<file path="src/rtl/axis_rr_arbiter_if.sv">
`default_nettype none
// ============================================================================
// Module      : axis_rr_arbiter_if
// Description : Handshake bundle between NUM_INPUTS AXI-stream sources, the
//               round-robin arbiter and its single AXI-stream sink.
//               idata/ivalid/iready : packed source side, source i occupies
//                                     idata[i*DATA_WIDTH +: DATA_WIDTH]
//               odata/ovalid/oready : registered sink side
//               ogrant              : source index that produced odata
//               Modport slave  : the arbiter's view.
//               Modport master : the sources-and-sink environment's view.
// Revision    : 1.0  initial release
// ============================================================================
interface axis_rr_arbiter_if #(
   parameter int NUM_INPUTS = 4,
   parameter int DATA_WIDTH = 8
);
   localparam int GW = $clog2(NUM_INPUTS);

   logic [NUM_INPUTS*DATA_WIDTH-1:0] idata;
   logic [NUM_INPUTS-1:0]            ivalid;
   logic [NUM_INPUTS-1:0]            iready;
   logic [DATA_WIDTH-1:0]            odata;
   logic                             ovalid;
   logic                             oready;
   logic [GW-1:0]                    ogrant;

   modport slave (
      input  idata, ivalid, oready,
      output iready, odata, ovalid, ogrant
   );

   modport master (
      output idata, ivalid, oready,
      input  iready, odata, ovalid, ogrant
   );
endinterface
`default_nettype wire

</file>
<file path="src/rtl/axis_rr_arbiter.sv">
`default_nettype none
// ============================================================================
// Module      : axis_rr_arbiter
// Description : Round-robin merge of NUM_INPUTS AXI-stream sources into one
//               registered AXI-stream output stage, one beat per cycle.
//               Optional burst grant: define AXIS_ARB_BURST_EN to let a
//               granted source keep the grant for up to BURST_LEN beats.
// Ports       : clock  - sole clock, rising edge
//               resetn - asynchronous active-low reset
//               bus    - axis_rr_arbiter_if.slave (idata/ivalid/iready in,
//                        odata/ovalid/oready/ogrant out)
// Revision    : 1.0  initial release
// ============================================================================
module axis_rr_arbiter #(
   parameter int NUM_INPUTS = 4,
   parameter int DATA_WIDTH = 8,
   parameter int BURST_LEN  = 4
) (
   input  wire logic          clock,
   input  wire logic          resetn,
   axis_rr_arbiter_if.slave   bus
);
   localparam int GW = $clog2(NUM_INPUTS);

   // Elaboration-time parameter sanity checks
   if (NUM_INPUTS < 2) begin : g_bad_inputs
      $error("axis_rr_arbiter: NUM_INPUTS must be at least 2");
   end
   if (BURST_LEN < 1) begin : g_bad_burst
      $error("axis_rr_arbiter: BURST_LEN must be at least 1");
   end

`ifdef AXIS_ARB_BURST_EN
   localparam int CW = $clog2(BURST_LEN + 1);

   typedef enum logic [0:0] {
      ST_ARB  = 1'b0,
      ST_HOLD = 1'b1
   } state_t;

   state_t          r_state;
   logic [CW-1:0]   r_cnt;
`endif

   logic [GW-1:0]         r_cur;     // last granted source
   logic [DATA_WIDTH-1:0] r_odata;
   logic                  r_ovalid;
   logic [GW-1:0]         r_ogrant;

   logic                  w_load;
   logic                  w_any_valid;
   logic [GW-1:0]         w_sel;
   logic [GW-1:0]         w_grant;
   logic [NUM_INPUTS-1:0] w_iready;
   logic                  w_xfer;

   // Output slot is free or being drained this cycle
   assign w_load      = !r_ovalid || bus.oready;
   assign w_any_valid = |bus.ivalid;

   // Rotating priority search starting just after r_cur. The loop walks from
   // lowest to highest priority so the last hit is the winner.
   always_comb begin
      w_sel = r_cur;
      for (int k = NUM_INPUTS; k >= 1; k--) begin
         if (bus.ivalid[(int'(r_cur) + k) % NUM_INPUTS]) begin
            w_sel = GW'((int'(r_cur) + k) % NUM_INPUTS);
         end
      end
   end

`ifdef AXIS_ARB_BURST_EN
   // While holding, only the current owner is offered ready, so activity on
   // other ports cannot disturb the burst.
   assign w_grant = (r_state == ST_HOLD) ? r_cur : w_sel;
`else
   assign w_grant = w_sel;
`endif

   always_comb begin
      w_iready = '0;
      if (resetn) begin
`ifdef AXIS_ARB_BURST_EN
         if (r_state == ST_HOLD) begin
            w_iready[r_cur] = w_load;
         end else if (w_any_valid) begin
            w_iready[w_sel] = w_load;
         end
`else
         if (w_any_valid) begin
            w_iready[w_sel] = w_load;
         end
`endif
      end
   end

   assign w_xfer     = |(w_iready & bus.ivalid);
   assign bus.iready = w_iready;
   assign bus.odata  = r_odata;
   assign bus.ovalid = r_ovalid;
   assign bus.ogrant = r_ogrant;

   always_ff @(posedge clock or negedge resetn) begin
      if (!resetn) begin
         r_cur    <= GW'(NUM_INPUTS - 1);
         r_odata  <= '0;
         r_ovalid <= 1'b0;
         r_ogrant <= '0;
`ifdef AXIS_ARB_BURST_EN
         r_state  <= ST_ARB;
         r_cnt    <= '0;
`endif
      end else begin
         // Output register
         if (w_load) begin
            r_ovalid <= w_xfer;
            if (w_xfer) begin
               r_odata  <= bus.idata[w_grant*DATA_WIDTH +: DATA_WIDTH];
               r_ogrant <= w_grant;
            end
         end

`ifdef AXIS_ARB_BURST_EN
         case (r_state)
            ST_ARB: begin
               if (w_xfer) begin
                  r_cur <= w_sel;
                  if (BURST_LEN > 1) begin
                     r_state <= ST_HOLD;
                     r_cnt   <= CW'(1);
                  end
               end
            end
            ST_HOLD: begin
               // Sink stall keeps the grant and count frozen
               if (w_load) begin
                  if (bus.ivalid[r_cur]) begin
                     r_cnt <= r_cnt + CW'(1);
                     if (r_cnt == CW'(BURST_LEN - 1)) begin
                        r_state <= ST_ARB;
                     end
                  end else begin
                     // Source left a gap: give up the grant, no transfer
                     r_state <= ST_ARB;
                  end
               end
            end
            default: r_state <= ST_ARB;
         endcase
`else
         if (w_xfer) begin
            r_cur <= w_sel;
         end
`endif
      end
   end
endmodule
`default_nettype wire

</file>
<file path="src/flat_wrapper.sv">
// flat-port wrapper written by rule: the top's interface ports become plain ports
module axis_rr_arbiter_flat 
#(
   parameter int NUM_INPUTS = 4,
   parameter int DATA_WIDTH = 8,
   parameter int BURST_LEN  = 4
)
  (clock, resetn, bus_idata, bus_ivalid, bus_oready, bus_iready, bus_odata, bus_ovalid, bus_ogrant);
  axis_rr_arbiter_if #(.NUM_INPUTS(NUM_INPUTS), .DATA_WIDTH(DATA_WIDTH)) bus_i ();
  input  wire logic clock;
  input  wire logic resetn;
  input wire logic [$bits(bus_i.idata)-1:0] bus_idata;
  input wire logic [$bits(bus_i.ivalid)-1:0] bus_ivalid;
  input wire logic [$bits(bus_i.oready)-1:0] bus_oready;
  output wire logic [$bits(bus_i.iready)-1:0] bus_iready;
  output wire logic [$bits(bus_i.odata)-1:0] bus_odata;
  output wire logic [$bits(bus_i.ovalid)-1:0] bus_ovalid;
  output wire logic [$bits(bus_i.ogrant)-1:0] bus_ogrant;
  assign bus_i.idata = bus_idata;
  assign bus_i.ivalid = bus_ivalid;
  assign bus_i.oready = bus_oready;
  assign bus_iready = bus_i.iready;
  assign bus_odata = bus_i.odata;
  assign bus_ovalid = bus_i.ovalid;
  assign bus_ogrant = bus_i.ogrant;
  axis_rr_arbiter #(.NUM_INPUTS(NUM_INPUTS), .DATA_WIDTH(DATA_WIDTH), .BURST_LEN(BURST_LEN)) u_core (.clock(clock), .resetn(resetn), .bus(bus_i));
endmodule
</file>
<file path="config.mk">
export PLATFORM = sky130hd
export DESIGN_NAME = axis_rr_arbiter_flat
export DESIGN_NICKNAME = d
export VERILOG_FILES = /design/src/rtl/axis_rr_arbiter_if.sv /design/src/rtl/axis_rr_arbiter.sv /design/src/flat_wrapper.sv
export SDC_FILE = /design/constraint.sdc
export NUM_CORES = 1
export LEC_CHECK = 0
export BUFFER_PORTS_ARGS = -buffer_cell sky130_fd_sc_hd__buf_2
export CORE_MARGIN = 2
export CORE_UTILIZATION = 34
export CTS_CLUSTER_SIZE = 20
export DETAILED_ROUTE_END_ITERATION = 7
export GPL_TIMING_DRIVEN = 0
export PLACE_DENSITY = 0.76
export SLEW_MARGIN = 20
export SYNTH_ARGS = -nofsm -noshare
export SYNTH_HDL_FRONTEND = slang
export SYNTH_SLANG_ARGS = --single-unit
</file>
<file path="constraint.sdc">
create_clock -name clock -period 2.5 [get_ports clock]
set_input_delay 0.125 -clock clock [delete_from_list [all_inputs] [get_ports clock]]
set_output_delay 0.125 -clock clock [all_outputs]
set_load 0.01 [all_outputs]
</file>
======== Yosys cells after proc, flatten, opt, wreduce, memory -nomap -nowiden ========
Cells that the tools add are included.
storage, ports and cells
  input bits .............................. 39
  word-level logic and storage cells ...... 51
  register bits ........................... 13
cells by class
  multiplexer cells ....................... 20
  add/sub/neg operators ................... 4
  bitwise operators ....................... 6
  shift operators ......................... 1
  reduce and logical (&&, ||, !) cells .... 10
  magnitude comparators ................... 6
operators by type and width
  operator                                                           number
  variable part select 32 x 6 -> 8 bit                               1
  < comparator 3 x 4 -> 1 bit, second input constant                 4
  2-to-1 mux 1 bit                                                   9
  bitwise AND 4 bit                                                  2
  binary-select mux 1 bit (select 2 bit)                             4
  2-to-1 mux 2 bit                                                   4
  2-to-1 mux 4 bit                                                   2
  OR reduction 2 bit                                                 4
  OR reduction 4 bit                                                 2
  adder 2 x 1 -> 2 bit, second input constant                        2
  adder 2 bit, second input constant                                 2
  bitwise AND 1 bit, first input constant                            4
  < comparator 2 x 3 -> 1 bit, second input constant                 1
  demux 1 bit (select 2 bit)                                         1
  greater-or-equal comparator 2 x 1 -> 1 bit, second input constant  1
  AND reduction 2 bit                                                1
  logical AND 1 bit                                                  1
  logical NOT 1 bit                                                  1
  logical OR 1 bit                                                   1

======== Logic depth before layout (Yosys ltp) ========
  word-level depth ........................ 20
  mapped depth ............................ 7

======== Worst setup path before layout ========
Ideal clock, no wire load.
  kind .................................... register -> output
  start ................................... register u_core.r_cur[1]
  end ..................................... output port bus_iready[2]
  setup slack ............................. 0.615 ns
  arrival ................................. 1.760 ns
  data required time ...................... 2.375 ns
  path buffers ............................ 2
  stages on the path, launching flop included .. 7
  path through ............................ dfstp_2 > buf_4 > nand2_1 > and3b_4 > or4_1 > buf_4 > nor2_1
on the way
  word-level cells in the longest chain between the ends .. 15
  elaborated cells on any way between the ends .. 28
ends and longest elaborated chain
  what                                                                                                                    RTL line                                      RTL
  start, declared                                                                                                         axis_rr_arbiter.sv:45                         logic [GW-1:0] r_cur;
  start signal, assigned                                                                                                  axis_rr_arbiter.sv:105                        r_cur <= GW'(NUM_INPUTS - 1);
  start signal, assigned                                                                                                  axis_rr_arbiter.sv:152                        r_cur <= w_sel;
  adder 2 x 1 -> 2 bit                                                                                                    axis_rr_arbiter.sv:66, axis_rr_arbiter.sv:67
  binary-select mux 1 bit (select 2 bit)                                                                                  axis_rr_arbiter.sv:66                         if (bus.ivalid[(int'(r_cur) + k) % NUM_INPUTS]) begin
  2-to-1 mux 1 bit (implied by the code) (2 in a row)                                                                     axis_rr_arbiter.sv:66
  2-to-1 mux 2 bit (3 in a row)                                                                                           axis_rr_arbiter.sv:66
  2-to-1 mux 2 bit (*)                                                                                                    axis_rr_arbiter.sv:66
  < comparator 2 x 3 -> 1 bit (implied by the code) / greater-or-equal comparator 2 x 1 -> 1 bit (equally long branches)  axis_rr_arbiter.sv:91                         w_iready[w_sel] = w_load;
  logical AND 1 bit (implied by the code)                                                                                 axis_rr_arbiter.sv:91
  2-to-1 mux 1 bit (implied by the code)                                                                                  axis_rr_arbiter.sv:91
  demux 1 bit (select 2 bit) (*)                                                                                          --
  bitwise AND 4 bit (no line) (*)                                                                                         --
  2-to-1 mux 4 bit (*)                                                                                                    axis_rr_arbiter.sv:90                         if (w_any_valid) begin
  2-to-1 mux 4 bit (*)                                                                                                    axis_rr_arbiter.sv:82                         if (resetn) begin
  end, declared                                                                                                           flat_wrapper.sv:15                            output wire logic [$bits(bus_i.iready)-1:0] bus_iready;
Every way passes the cells marked *; elsewhere a longest branch is shown, timed or not. The select of a mux whose other input is x is not followed.

======== Worst setup path after layout ========
Same ends and word-level chain as after synthesis.

==> out/qor.txt <==
status -> finished clean
pin count of the biggest net entering global routing -> 16
vias in the first global route -> 973
area of the multi-input gates -> 613 um^2
Tightest Pin Transition -> 459 ps
share of layout cells above drive strength 1 -> 50.0%
via count -> 1,000
Tcrit/Tclk final -> 91.3%
count of final setup violators -> 0
crit path kind -> register to primary output
WL/cell -> 14.4 um
crit-path cells -> buf_4 > nand2_1 > and3b_4 > or4_1 > buf_4 > nor2_1 > buf_2
routed wire length -> 2.73 mm
Final Hold Viols -> 0
Hold Path Class -> primary input to register
Fmax -> 0.438 GHz
Die Wd -> 58.1 um
clk sinks -> 13
leading area contributor after synthesis -> dfrtp_1
DP Wirelength -> 2.22 mm
CP peak stage delay -> 520 ps
die height -> 58.1 um
synth warn -> 0
worst-skew pair later-pin latency -> 260 ps
Post-Syn Area -> 995 um^2
gr usage total -> 16.3%
register area -> 328 um^2
peak supply drop -> 634 uV
GPL Wtd Cong -> 0.738
area delta synth->final -> 34.2%
global route overflow -> 0
First-pass DRT Iterations -> 4
Initial Util -> 36.1%
main area contributors after synthesis -> dfrtp_1, o211ai_2, mux2i_1, a21o_1, o31ai_1
Startpoint Class -> register
CTS tree -> built
nets@finish -> 198
share of the synthesized area in the top cell type -> 27.7%
vias per cell -> 5.29
Max-slew headroom -> 69.4%
post-CTS sizing -> 0
Routed Antenna Nets -> 0
Arr. time, crit path -> 2160 ps
RSZ-0062 raised after global routing -> false
sequential share of the synthesized area -> 33.0%
clk root buf -> clkbuf_4
min Tclk post-route -> 2280 ps
H-tree depth -> 1
Worst path most repeated cell -> buf_4
Slowest-stage cell, CP -> dfstp_2
syn nets -> 139
power per cell area -> 813 nW/um^2
clock-pin transition on the worst setup and hold timing paths -> 70 ps
crit-path max FO -> 10
CTS Buf Count -> 3
port bufs -> 53
WP data required -> 2380 ps
antenna cell count -> 0
Seq cells post-synth -> 13
Cell variety after synth -> 28
Syn Area/Cell -> 9.95 um^2
Residual DRC -> 0
Mapped Cells -> 100
Max Slew Vio Count -> 0
Setup TNS -> 0 ps
DRT iter0 DRCs -> 41
first-pass GRT wire length -> 4.28 mm
Max clock buf depth -> 2
clock skew -> 2.08 ps
Fill cells -> 262
total die area -> 3370 um^2
Pwr Total -> 1090 uW
initial antenna violation count -> 0
std cell rows -> 19
Max-cap violations -> 0
Leak Pwr -> 0.000686 uW
Critical Path Sink Type -> primary output
placeable core area -> 2760 um^2
io pins -> 54
WHS -> 161 ps
critical path, delay by kind of cell (launching register included):
kind	cells	cell delay [ps]
AND/OR/NAND/NOR	4	900
buffers and inverters	3	460
flip-flops	1	520
cells by family (layout without fill, tap and decap cells):
logic type | Yosys count | in the layout | share of synthesized area (%)
buf+inv | 7 | 65 | 5.41
flops | 13 | 13 | 33.0
simple gates | 37 | 37 | 21.8
mux | 8 | 8 | 8.05
compound gates | 35 | 35 | 31.8
sequential cells by signal (all words and copies together) (netlist names):
name               flops
u_core.bus.odata       8
u_core.bus.ovalid      1
u_core.r_cur           2
u_core.bus.ogrant      2
power by group:
group / total, uW / internal, uW / switching [uW]
clock network: 121 / 61.7 / 59.5
registers: 361 / 306 / 54.6
logic: 603 / 277 / 327
total: 1090 / 645 / 441
synth_stat cells, drive strengths merged:
library cell,instances
dfrtp,11
nor2,4
nor3,2
o211ai,8
o31ai,9
buf,6
a21oi,2
o21a,4
inv,1
nand4,8
and3b,2
nand3b,1
a21boi,1
nand3,1
o21ai,1
nand2,11
mux2i,8
and3,1
a21o,10
nand2b,5
or4,2
dfstp,2
stage by stage:
step | utilization, % | cells | setup slack, ps | area [um^2]
global route | 48.4 | 189 | 89.8 | 1340
CTS | 48.4 | 189 | 199 | 1340
detailed placement | 47.1 | 184 | 497 | 1300
floorplan | - | 100 | 615 | 995
finish | 48.4 | 189 | 218 | 1340
global placement | 47.1 | 184 | 521 | 1300
layer usage:
metal	up-vias	track usage, %	wire, um
met5	-	0	0
met4	0	2.99	0
met3	0	2.01	203
met2	40	30.0	1360
met1	456	20.5	1170
li1	504	-	-
path summary, 6_finish.rpt:
check                                                 start                               end  slack (ps)  depth (start not counted)
setup / recovery                u_core.r_cur[1]$_DFFE_PN1P_                     bus_iready[2]         220                          7
hold / removal                                bus_idata[25]   u_core.bus.odata[1]$_DFFE_PN0P_         160                          3
setup reg to reg                u_core.r_cur[1]$_DFFE_PN1P_   u_core.bus.odata[4]$_DFFE_PN0P_         550                          7
hold reg to reg            u_core.bus.ogrant[1]$_DFFE_PN0P_  u_core.bus.ogrant[1]$_DFFE_PN0P_         490                          1
max in group asynchronous                            resetn       u_core.r_cur[1]$_DFFE_PN1P_        1930                          2
min in group asynchronous                            resetn   u_core.bus.odata[0]$_DFFE_PN0P_         290                          2
what timing repair did:
item                                   in CTS  in global routing
endpoints found under the hold margin      11                  0
buffers inserted                            0                  0
hold buffers                                1                  0
cells in the final DEF, fill, tap and decap left out, types with 2 or more instances in the layout:
cell type and count:
mux2i_1 8, nand2b_1 5, dfrtp_1 11, clkbuf_4 3, a21oi_2 2, nand4_1 8
o31ai_1 8, o21a_1 4, dfstp_2 2, nand2_1 11, buf_6 2, buf_2 54
buf_4 3, nor2_1 4, a21o_1 10, o211ai_2 8
area by class of cell:
| cell class | count | area share [%] |
|---|---|---|
| plain buffers | 6 | 3.75 |
| clock buffers | 4 | 1.97 |
| inverters | 1 | 0.281 |
| multi-input cells | 80 | 45.9 |
| flip-flops and latches | 13 | 24.6 |
| well taps | 31 | 2.91 |
| repair buffers | 54 | 20.6 |
Note: power is estimated with default switching activity, not from simulation.
